File: src/rtl/philv_dbg_pkg.sv
// Shared types and constants for the end-of-program register dump checker.
package philv_dbg_pkg;

  typedef enum logic [2:0] {
    IDLE = 3'd0,
    READ = 3'd1,
    CMP  = 3'd2,
    EMIT = 3'd3,
    DONE = 3'd4
  } state_e;

  localparam int NUM_ENTRIES = 38;
  localparam int EC_BASE_IDX = 32;
  localparam int IDX_W       = 6;

  localparam logic [IDX_W-1:0] ERR_MAX = 6'd63;

  // Error counter increment that sticks at the top of its range instead of wrapping.
  function automatic logic [IDX_W-1:0] sat_inc(input logic [IDX_W-1:0] val, input logic en);
    if (en && (val != ERR_MAX)) begin
      return val + 6'd1;
    end else begin
      return val;
    end
  endfunction

endpackage

File: src/rtl/dump_idx_counter.sv
// Entry index for the dump walk: clear, increment and last-entry flag.
module dump_idx_counter
  import philv_dbg_pkg::*;
#(
  parameter int LAST_IDX = NUM_ENTRIES - 1
) (
  input  logic             clk,
  input  logic             rstb,
  input  logic             clr,
  input  logic             inc,
  output logic [IDX_W-1:0] idx,
  output logic [IDX_W-1:0] idx_nxt,
  output logic             last
);

  logic [IDX_W-1:0] idx_r;
  logic [IDX_W-1:0] idx_nxt_s;

  // Next index; idx_nxt is exported so the top can load read addresses in step.
  always_comb begin
    idx_nxt_s = idx_r;
    if (clr) begin
      idx_nxt_s = {IDX_W{1'b0}};
    end else if (inc) begin
      idx_nxt_s = idx_r + IDX_W'(1);
    end else begin
      idx_nxt_s = idx_r;
    end
  end

  // Index register.
  always_ff @(posedge clk or negedge rstb) begin
    if (!rstb) begin
      idx_r <= {IDX_W{1'b0}};
    end else begin
      idx_r <= idx_nxt_s;
    end
  end

  assign idx     = idx_r;
  assign idx_nxt = idx_nxt_s;
  assign last    = (idx_r == IDX_W'(LAST_IDX));

endmodule

File: config.mk
export PLATFORM = sky130hd
export DESIGN_NAME = dump_idx_counter
export DESIGN_NICKNAME = d
export VERILOG_FILES = /design/src/rtl/philv_dbg_pkg.sv /design/src/rtl/dump_idx_counter.sv
export SDC_FILE = /design/constraint.sdc
export NUM_CORES = 1
export LEC_CHECK = 0
export CORE_AREA = 2 2 39 41
export CTS_BUF_LIST = sky130_fd_sc_hd__clkbuf_2 sky130_fd_sc_hd__clkbuf_4 sky130_fd_sc_hd__clkbuf_8
export CTS_CLUSTER_DIAMETER = 120
export DETAILED_ROUTE_END_ITERATION = 12
export DIE_AREA = 0 0 41 43
export PLACE_DENSITY_LB_ADDON = 0.12
export REMOVE_ABC_BUFFERS = 1
export SLEW_MARGIN = 10
export SYNTH_ARGS = -nofsm -noshare
export SYNTH_HDL_FRONTEND = slang
export SYNTH_SLANG_ARGS = --single-unit
File: constraint.sdc
create_clock -name clk -period 3.5 [get_ports clk]
set_input_delay 0.7 -clock clk [delete_from_list [all_inputs] [get_ports clk]]
set_output_delay 0.7 -clock clk [all_outputs]
set_load 0.005 [all_outputs]
==> reports/metrics.sh <==
DIE-AREA_UM2=1760
POSTROUTEWIRELENGTH_UM=731
CLOCK_ROOT_BUFFER_MASTER='sky130_fd_sc_hd__clkbuf_4'
WORSTREG2REGEND='idx[5]'
CTS_BUFFER_DEPTH=2
CP_DATA_REQUIRED_TIME_NS=2.80
STARTPOINT_OF_THE_LOWEST_SLACK_HOLD_PATH='idx[5]'
TRITONCTS='yes'
FINAL_NUMBER_OF_MAX_TRANSITION_VIOLATIONS=0
YS_WARN_COUNT=0
FINAL.SETUP_SKEW_NS=0.00336
H_TREE_DEPTH=1
PLACEMENT_ROWS=14
FIRST_GLOBAL_VIAS=280
LAYOUT.FILLER_CELLS=142
FINISH.NET_COUNT=56
CRITPATHARRIVALTIME_NS=2.41
DRT_PRE_ANTENNA_ITERS=3
GRT_PASS1_WL_UM=1240
CLK_TRANSITION_REPORTED_PATHS_NS=0.05
AVGSYNTHCELLAREA_UM2=10.5
CTS-BUFFERS-INSERTED=3
PERIOD_SHARE=0.889
ANTENNA-DIODE-COUNT=0
FINAL.MIN_CLOCK_PERIOD_NS=3.11
DIE_WIDTH_UM=41
CLOCK_INSERTION_DELAY_WORST_SKEW_NS=0.24
FINAL_HOLD_VIO_COUNT=0
SYNTH.FF_LATCH_COUNT=6
CRITICALPATHCATEGORY='primary input to primary output'
SYNTH_AREA_UM2=295
PORT-BUFFER-COUNT=16
CRITICAL_PATH.MOST_COMMON_CELL='sky130_fd_sc_hd__clkdlybuf4s50_1'
TIMING.CRITICAL_PATH.FROM_TYPE='primary input'
WORST_SLEW_MARGIN_RELATIVE_TO_ITS_LIMIT=0.805
WORSTREGTOREGCELLS=3
TOTAL_SETUP_VIOLATIONS_REPORTED_AT_THE_END_OF_THE_FLOW=0
FINAL_DESIGN_AREA_NO_FILL_UM2=505
POST_DP_CELL_AREA_UM2=483
TIMING.CRITICAL_PATH.CELLS='clkdlybuf4s50_1 -> nand4_2 -> or3_1 -> a21oi_1 -> clkdlybuf4s50_1'
DIE_Y_UM=43
TRITONCTS_NUM_SINKS=6
CP-STARTPOINT='inc'
INITIAL_CORE_UTIL=0.213
CRITICAL_PATH.SLOWEST_CELL='sky130_fd_sc_hd__clkdlybuf4s50_1'
VIAS=283
COREAREA_UM2=1380
FINAL_ANTENNA_NET_COUNT=0
POST_CTS_RESIZED=0
GLOBAL_ROUTING_USAGE_SUMMED_ACROSS_ALL_ROUTING_LAYERS=0.111
AREA.GROWTH.SYNTH_TO_FINAL_PCT=71.2
PLACE.GP.CONGESTION=0.737
DRC_ERRORS=0
SETUP-TNS-FINAL_NS=0
REGISTER_AREA_UM2=150
MULTI_INPUT_COMB_AREA_UM2=141
ELEMENT_TYPE_AT_THE_CRITICAL_PATH_END='primary output'
CTS_SETUP_BUFFERS=0
RSZ0062_AT_GRT='no'
POWER_DENSITY_nW_PER_UM2=328
MAXIMUM_NUMBER_OF_PINS_ON_ONE_NET_BEFORE_GLOBAL_ROUTE_REPAIR=7
R2R_PATH_START='idx[0]'
YS_SEQ_AREA_FRAC=0.508
CRITICAL_PATH.MAX_FANOUT=3
POWER_LEAKAGE_nW=0.214
NUMBER_OF_FLIP_FLOPS_UNDER_THE_LARGEST_REGISTER_NAME=6
CRIT_PATH_MAX_INCR_DELAY_NS=0.53
MAX_SLEW.WORST_PIN.SLEW_NS=0.291
DRV_CAP=0
OUTCOME='finished clean'
SYN-INSTANCE-COUNT=28
HOLD-PATH-CELL-COUNT=2
MIN_DELAY_WORST_ENDPOINT='idx[5]'
DRIVE_GT1_FRAC=0.104
ROUTED_VIA_DENSITY=4.42
ROUTED_WIRE_LENGTH_PER_INSTANCE_UM=11.4
MAX_FREQ_GHz=0.321
REGTOREGSETUPSLACK_NS=2.25
DETAIL_ROUTE.ITER0.VIOLATIONS=3
GLOBAL_ROUTE.OVERFLOW_TOTAL=0
FLOORPLAN.IO_PINS=17
GRT_ANTENNA_BEFORE_REPAIR=0
VDD_IR_DROP_MAX_V=0.000141
HOLD_PATH_CLASS='flip-flop to flip-flop'
YS_TYPES=14
POST_CTS_HOLD_BUFFER_COUNT=0
[metrics by stage]
stage	std cells	total power, W	setup slack [ns]	hold WS, ns	util
floorplan	28	0.0000835	1.46	0.404	-
global placement	61	0.000102	0.407	0.583	0.349
detailed placement	61	0.000102	0.369	0.606	0.349
CTS	64	0.000170	0.369	0.613	0.365
global route	64	0.000181	0.283	0.656	0.365
finish	64	0.000166	0.388	0.606	0.365
[Yosys cell counts]
library cell               number  area [µm²]
sky130_fd_sc_hd__dfrtp_1        6         150
sky130_fd_sc_hd__xor2_1         3        26.3
sky130_fd_sc_hd__nand4_2        1        12.5
sky130_fd_sc_hd__a21oi_1        1        5.00
sky130_fd_sc_hd__nand4_1        1        6.26
sky130_fd_sc_hd__nand2_1        2        7.51
sky130_fd_sc_hd__nand4b_1       1        8.76
sky130_fd_sc_hd__a211oi_1       1        7.51
sky130_fd_sc_hd__ha_1           2        25.0
sky130_fd_sc_hd__nor2_1         6        22.5
sky130_fd_sc_hd__inv_1          1        3.75
sky130_fd_sc_hd__o21ai_0        1        5.00
sky130_fd_sc_hd__or3_1          1        6.26
sky130_fd_sc_hd__xnor2_1        1        8.76
[layer usage]
layer | part of all wire | track usage | up-vias
li1 | - | - | 137
met1 | 0.45 | 0.147 | 133
met2 | 0.46 | 0.134 | 13
met3 | 0.088 | 0.0366 | 0
met4 | 0 | 0.100 | 0
met5 | 0 | 0 | -
[worst max-delay path by stage]
| stage | cells past startpoint | endpoint | slack, ns |
|---|---|---|---|
| floorplan | 3 | idx_nxt[5] | 1.46 |
| global placement | 5 | idx_nxt[5] | 0.41 |
| detailed placement | 5 | idx_nxt[5] | 0.37 |
| CTS | 5 | idx_nxt[5] | 0.37 |
| global route | 5 | idx_nxt[5] | 0.28 |
| finish | 5 | idx_nxt[5] | 0.39 |
[power breakdown]
part	switching [W]	total, W	internal, W
Sequential	0.00000428	0.0000763	0.0000721
Combinational	0.00000958	0.0000249	0.0000153
Clock	0.0000255	0.0000644	0.0000388
[placed cells by master (no fill, tap or decap)]
master / instances
sky130_fd_sc_hd__clkdlybuf4s50_1: 16
sky130_fd_sc_hd__nor2_1: 6
sky130_fd_sc_hd__dfrtp_1: 6
sky130_fd_sc_hd__xor2_1: 3
sky130_fd_sc_hd__clkbuf_4: 3
sky130_fd_sc_hd__nand2_1: 2
sky130_fd_sc_hd__ha_1: 2
sky130_fd_sc_hd__nand4_1: 1
sky130_fd_sc_hd__nand4_2: 1
sky130_fd_sc_hd__a211oi_1: 1
sky130_fd_sc_hd__xnor2_1: 1
sky130_fd_sc_hd__inv_1: 1
sky130_fd_sc_hd__nand4b_1: 1
sky130_fd_sc_hd__o21ai_0: 1
sky130_fd_sc_hd__or3_1: 1
sky130_fd_sc_hd__a21oi_1: 1
sky130_fd_sc_hd__buf_4: 1
[cell type report]
type / instances / share of cell area
Timing Repair Buffer: 17 / 0.332
Sequential cell: 6 / 0.297
Multi-Input combinational cell: 21 / 0.280
Clock buffer: 3 / 0.0446
Tap cell: 16 / 0.0396
Inverter: 1 / 0.00743
[critical path: cells and delay by family]
kind | cells | cell delay, ns
buffers and inverters | 2 | 1.03
AND/OR/NAND/NOR | 2 | 0.50
AO/OA/AOI/OAI | 1 | 0.19
[cells by family (layout without fill, tap and decap cells)]
| logic type | count (synthesis) | after routing | share of synthesized area |
|---|---|---|---|
| compound gates | 3 | 3 | 0.0593 |
| xor+xnor | 4 | 4 | 0.119 |
| fa+ha+maj | 2 | 2 | 0.0847 |
| buf+inv | 1 | 21 | 0.0127 |
| flops | 6 | 6 | 0.508 |
| simple gates | 12 | 12 | 0.216 |
Note: power is estimated with default switching activity, not from simulation.
